**config.mk**
```make
export PLATFORM = sky130hd
export DESIGN_NAME = clock_divider_multi
export DESIGN_NICKNAME = d
export VERILOG_FILES = /design/src/rtl/clock_divider_multi.sv
export SDC_FILE = /design/constraint.sdc
export NUM_CORES = 1
export LEC_CHECK = 0
export BUFFER_PORTS_ARGS = -buffer_cell sky130_fd_sc_hd__buf_2
export CORE_MARGIN = 5
export CORE_UTILIZATION = 50
export CTS_CLUSTER_SIZE = 16
export DETAILED_ROUTE_END_ITERATION = 8
export GPL_ROUTABILITY_DRIVEN = 0
export PLACE_DENSITY_LB_ADDON = 0.05
export SLEW_MARGIN = 20
export SYNTH_ARGS = -nofsm -noshare
export SYNTH_HDL_FRONTEND = slang
export SYNTH_SLANG_ARGS = --single-unit
```
**constraint.sdc**
```tcl
create_clock -name clkIn -period 6.5 [get_ports clkIn]
set_input_delay 0.325 -clock clkIn [delete_from_list [all_inputs] [get_ports clkIn]]
set_output_delay 0.325 -clock clkIn [all_outputs]
set_load 0.01 [all_outputs]
```
**src/rtl/clock_divider_multi.sv**
```systemverilog
// Multi-channel programmable clock divider: per-channel 50% square output and tick strobe.
// Divisor writes land in a shadow register and commit only at a period boundary.
module clock_divider_multi #(
    parameter int unsigned NUM_CH      = 4,
    parameter int unsigned CNT_W       = 16,
    parameter int unsigned DEFAULT_DIV = 2,
    parameter int unsigned CH_W        = 2
) (
    input  logic              clkIn,
    input  logic              reset,
    input  logic [NUM_CH-1:0] en,
    input  logic              syncAll,
    input  logic              divWr,
    input  logic [CH_W-1:0]   divCh,
    input  logic [CNT_W-1:0]  divVal,
    output logic [NUM_CH-1:0] clkOut,
    output logic [NUM_CH-1:0] tick,
    output logic [NUM_CH-1:0] divPending
);

    logic [CNT_W-1:0]  r_cnt    [NUM_CH];
    logic [CNT_W-1:0]  r_act    [NUM_CH];
    logic [CNT_W-1:0]  r_shadow [NUM_CH];
    logic [NUM_CH-1:0] r_clk_out;
    logic [NUM_CH-1:0] r_tick;
    logic [NUM_CH-1:0] r_pend;

    logic [CNT_W-1:0]  w_cnt_nxt    [NUM_CH];
    logic [CNT_W-1:0]  w_act_nxt    [NUM_CH];
    logic [CNT_W-1:0]  w_shadow_nxt [NUM_CH];
    logic [CNT_W-1:0]  w_eff        [NUM_CH];
    logic [NUM_CH-1:0] w_clk_nxt;
    logic [NUM_CH-1:0] w_tick_nxt;
    logic [NUM_CH-1:0] w_pend_nxt;
    logic [NUM_CH-1:0] w_term;
    logic [NUM_CH-1:0] w_wr;
    logic [NUM_CH-1:0] w_commit;

    always_comb begin
        for (int i = 0; i < NUM_CH; i++) begin
            // A stored divisor of 0 behaves as 1.
            w_eff[i]        = (r_act[i] == '0) ? CNT_W'(1) : r_act[i];
            w_term[i]       = (r_cnt[i] == (w_eff[i] - CNT_W'(1)));
            w_wr[i]         = divWr && (divCh == CH_W'(i));
            w_commit[i]     = !en[i] || syncAll || w_term[i];

            w_cnt_nxt[i]    = r_cnt[i];
            w_act_nxt[i]    = r_act[i];
            w_shadow_nxt[i] = r_shadow[i];
            w_clk_nxt[i]    = r_clk_out[i];
            w_tick_nxt[i]   = 1'b0;
            w_pend_nxt[i]   = r_pend[i];

            if (!en[i] || syncAll) begin
                w_cnt_nxt[i] = '0;
                w_clk_nxt[i] = 1'b0;
            end else if (w_term[i]) begin
                w_cnt_nxt[i]  = '0;
                w_clk_nxt[i]  = ~r_clk_out[i];
                w_tick_nxt[i] = 1'b1;
            end else begin
                w_cnt_nxt[i] = r_cnt[i] + CNT_W'(1);
            end

            // The commit uses the old shadow; a same-edge write stays pending for the next boundary.
            if (w_commit[i] && r_pend[i]) begin
                w_act_nxt[i]  = r_shadow[i];
                w_pend_nxt[i] = 1'b0;
            end
            if (w_wr[i]) begin
                w_shadow_nxt[i] = divVal;
                w_pend_nxt[i]   = 1'b1;
            end
        end
    end

    always_ff @(posedge clkIn) begin
        if (!reset) begin
            for (int i = 0; i < NUM_CH; i++) begin
                r_cnt[i]    <= '0;
                r_act[i]    <= CNT_W'(DEFAULT_DIV);
                r_shadow[i] <= CNT_W'(DEFAULT_DIV);
            end
            r_clk_out <= '0;
            r_tick    <= '0;
            r_pend    <= '0;
        end else begin
            for (int i = 0; i < NUM_CH; i++) begin
                r_cnt[i]    <= w_cnt_nxt[i];
                r_act[i]    <= w_act_nxt[i];
                r_shadow[i] <= w_shadow_nxt[i];
            end
            r_clk_out <= w_clk_nxt;
            r_tick    <= w_tick_nxt;
            r_pend    <= w_pend_nxt;
        end
    end

    assign clkOut     = r_clk_out;
    assign tick       = r_tick;
    assign divPending = r_pend;

endmodule
```
======== Word-level counts from Yosys, hierarchy flattened ========
Memory sizes are Yosys's and may differ from the RTL's.
Cells that the tools add are included.
storage, ports and cells
  memories kept ........................... 3
  output and inout port bits .............. 12
  bits in writable memories ............... 192
  input port bits ......................... 26
  bits in registers ....................... 12
memory list
  name      depth  bits a word  rd ports  clocked after Yosys merged registers in  write ports  RTL line  text
  r_act     4      16           4         0                                        4            22        logic [CNT_W-1:0] r_act [NUM_CH];
  r_cnt     4      16           4         0                                        4            21        logic [CNT_W-1:0] r_cnt [NUM_CH];
  r_shadow  4      16           4         0                                        4            23        logic [CNT_W-1:0] r_shadow [NUM_CH];
cells by class
  bitwise operators ....................... 17
  $add $sub $neg .......................... 8
  reduce and logical (&&, ||, !) cells .... 33
  mux-type cells .......................... 46
  equality and inequality tests ........... 7
operators by type and width
  cell                                                                   count
  16-bit 2-to-1 mux                                                      32
  16-bit by 1-bit adder with 16-bit output, second input constant        4
  16-bit equality test                                                   4
  16-bit zero test                                                       4
  16-bit by 1-bit subtractor with 16-bit output, second input constant   4
  1-bit 2-to-1 mux                                                       14
  1-bit OR                                                               12
  1-bit logical AND                                                      8
  1-bit logical OR                                                       8
  2-bit nonzero test                                                     4
  2-bit OR reduction                                                     4
  1-bit inverter                                                         5
  2-bit equality test, second input constant                             2
  1-bit zero test                                                        4
  2-bit by 1-bit equality test with 1-bit output, second input constant  1
  2-bit zero test                                                        1

======== Logic depth before layout (Yosys ltp) ========
  word-level depth ........................ 8
  depth in mapped cells ................... 17
  mapped depth without buffers ............ 13

======== Least setup slack after synthesis ========
No wires, ideal clock.
  kind .................................... register to register
  start ................................... memory r_act[3][0]
  end ..................................... memory r_act[3][0]
  slack ................................... 2.755 ns
  cell stages (with the launch flop) ...... 15
  library setup time ...................... 0.072 ns
  data required time ...................... 6.428 ns
  arrival time ............................ 3.674 ns
  period minus slack after synthesis ...... 3.745 ns
  cell sequence ........................... dfxtp_1 -> or4_1 -> nor4_2 -> a21oi_1 -> ha_1 -> nor3b_2 -> xnor2_1 -> a2111oi_0 -> nand4_1 -> nor4_2 -> o2111ai_2 -> a21boi_1 -> buf_4 -> buf_6 -> mux2i_1
RTL lines
  item             RTL line
  start, declared  22

==> flow_summary.json <==
{
  "status": "finished, final reports clean",
  "cts_root_buf": "clkbuf_16",
  "initial_utilization": 0.505,
  "die_height_um": 155,
  "ys_seq_area_frac": 0.387,
  "die_x_um": 155,
  "synth_edf_count": 0,
  "synth_top_flop_cell": "dfxtp_1",
  "critPathKind": "register to register",
  "drive_above_1_share": 0.0826,
  "cp.required_ns": 6.93,
  "cp-start-kind": "register",
  "cts_inserted_buffers": 24,
  "clockBufferDepth": 3,
  "track_usage": 0.192,
  "worst_slew_pin_slew_ns": 1.10,
  "finalPower_mw": 2.75,
  "fin_cells": 1571,
  "holdCritStartpoint": "en[3]",
  "critical_path.startpoint": "r_act[3][0]",
  "hold_buffers": 0,
  "fin_crit_sh": 0.679,
  "dr.pass1.iters": 5,
  "wl_per_cell_um": 15.3,
  "core_region_area_mm2": 0.0209,
  "maxCapViolations": 0,
  "slew_violations": 0,
  "area_growth_pct": 9.75,
  "ys_warn_count": 0,
  "syn_nets": 1333,
  "port_buffers": 37,
  "fin_area_mm2": 0.0116,
  "max_freq_ghz": 0.226,
  "worst_slack_ns": 2.08,
  "overflow": 0,
  "clock_skew_ns": 0.0165,
  "dp_slack_ns": 1.84,
  "cts_post_setup_buffers_inserted": 0,
  "total_leakage_power_nw": 4.02,
  "final_util": 0.555,
  "worstPathMaxFanout": 16,
  "relSlewSlack": 0.269,
  "drtIter0Drc": 521,
  "cts_repair_resize_count": 0,
  "grt_pass1_vias": 8030,
  "finalSetupViolCount": 0,
  "io_pins": 38,
  "rsz0062_at_grt": "false",
  "detailed_place_hpwl_mm": 16.6,
  "vias_per_cell": 5.57,
  "nNetsFinal": 1313,
  "arrival_ns": 4.84,
  "cts_tree": "yes",
  "dieArea_mm2": 0.0241,
  "async_reset_ff_frac": 0,
  "min_path_type": "input pin to register",
  "insertion_delay_ns": 0.51,
  "grt_pass1_wl_mm": 39.5,
  "syn_inst": 1299,
  "antenna_cells": 0,
  "p_per_area_mw_per_mm2": 237,
  "rows": 53,
  "fin_hold_ws_ns": 0.0866,
  "peakVddDrop_mv": 0.164,
  "timing.rr.start": "r_act[3][0]",
  "grt_antenna_before_repair": 0,
  "ys_types": 77,
  "wl_mm": 24.0,
  "period_minus_slack_ns": 4.42,
  "synth.avg_cell_area_um2": 8.13,
  "placedCellCount": 1528,
  "clkSinkCount": 204,
  "drc": 0,
  "ant_nets": 0,
  "fin_setup_tns_ns": 0,
  "cts_max_level": 1,
  "num_vias": 8744,
  "placed_area_mm2": 0.0108,
  "crit_path_end_kind": "register",
  "ys_seq_elements": 204,
  "clkTransAtPathRegs_ns": 0.06,
  "hold_viol": 0,
  "grt_max_degree": 120,
  "syn_area_mm2": 0.0106
}
[Yosys cell counts (all sizes together) (17+ instances only)]
cell    instances  area, um2
a21boi         64        480
buf            17        105
clkbuf         70        264
dfxtp         204       4080
inv            20       75.1
mux2i          38        380
nand2         237        890
nand3          87        440
nand4          59        369
nand4b         17        149
nor2          115        432
nor3           19       95.1
nor4           17        138
o21ai          29        145
or4            19        150
xnor2          69        604
xor2           58        508
[layer usage]
metal  part of all wire  global-route usage  vias up
met5                  0                   0        -
met4              0.022              0.0446        0
met3              0.038              0.0323       33
met2               0.44               0.303      121
met1               0.50               0.277     4092
li1                   -                   -     4498
[critical path: stages, from the launching register on]
cell and delay, ns:
dfxtp_1 0.37, or4_1 0.64, nor4_2 0.52, a21oi_1 0.14, ha_1 0.24, nor3b_2 0.20
xnor2_1 0.14, a2111oi_0 0.39, nand4_1 0.18, nor4_2 0.32, o2111ai_2 0.27, a21boi_4 0.65
mux2i_1 0.25
[logic make-up (layout without fill, tap and decap cells)]
group           count (synthesis)  in the layout  synth area share
compound gates                170            170             0.117
xor+xnor                      127            127             0.105
fa+ha+maj                       8              8           0.00948
buf+inv                       108            105            0.0424
flops                         204            204             0.387
mux                            40             40            0.0382
simple gates                  642            642             0.301
[layout make-up]
type / instances / area (um2)
Multi-Input combinational cell: 987 / 6060
Sequential cell: 204 / 4080
Clock inverter: 6 / 55.1
Fill cell: 2001 / 9300
Clock buffer: 37 / 741
Inverter: 21 / 78.8
Tap cell: 275 / 344
Timing Repair Buffer: 41 / 221
[final timing paths]
path / end / slack, ns / cells past startpoint
setup / recovery: r_act[3][6] / 2.08 / 12
hold / removal: clkOut[3] / 0.09 / 3
setup reg to reg: r_act[3][6] / 2.08 / 12
hold reg to reg: r_act[1][2] / 0.45 / 2
[state kept, by name, summed over array words and instances, names as in the netlist]
register / flops
r_act: 64
r_cnt: 64
r_shadow: 64
clkOut: 4
divPending: 4
tick: 4
[cells in the final DEF (no fill, tap or decap), types with 7 or more instances in the layout]
cell       instances
nand4_1           59
nor2b_1           15
inv_1             20
o21ai_0           12
nand2_1          237
nand3_1           86
nor3_1            19
a21oi_1           11
clkbuf_16         25
clkbuf_8           7
a21boi_0          62
or4_1             17
a31oi_1           10
mux2i_1           38
nor4_1            12
xnor2_1           69
nand4b_1          17
dfxtp_1          204
ha_1               8
nor2_1           114
xor2_1            58
o21ai_1           17
and3_1            16
buf_2             36
[report_power, final]
part | leakage [nW] | internal (mW) | switching, mW
registers | 1.65 | 1.27 | 0.0159
clock network | 0.398 | 0.818 | 0.506
logic | 1.98 | 0.0467 | 0.0933
total | 4.02 | 2.13 | 0.616
Note: power is estimated with default switching activity, not from simulation.
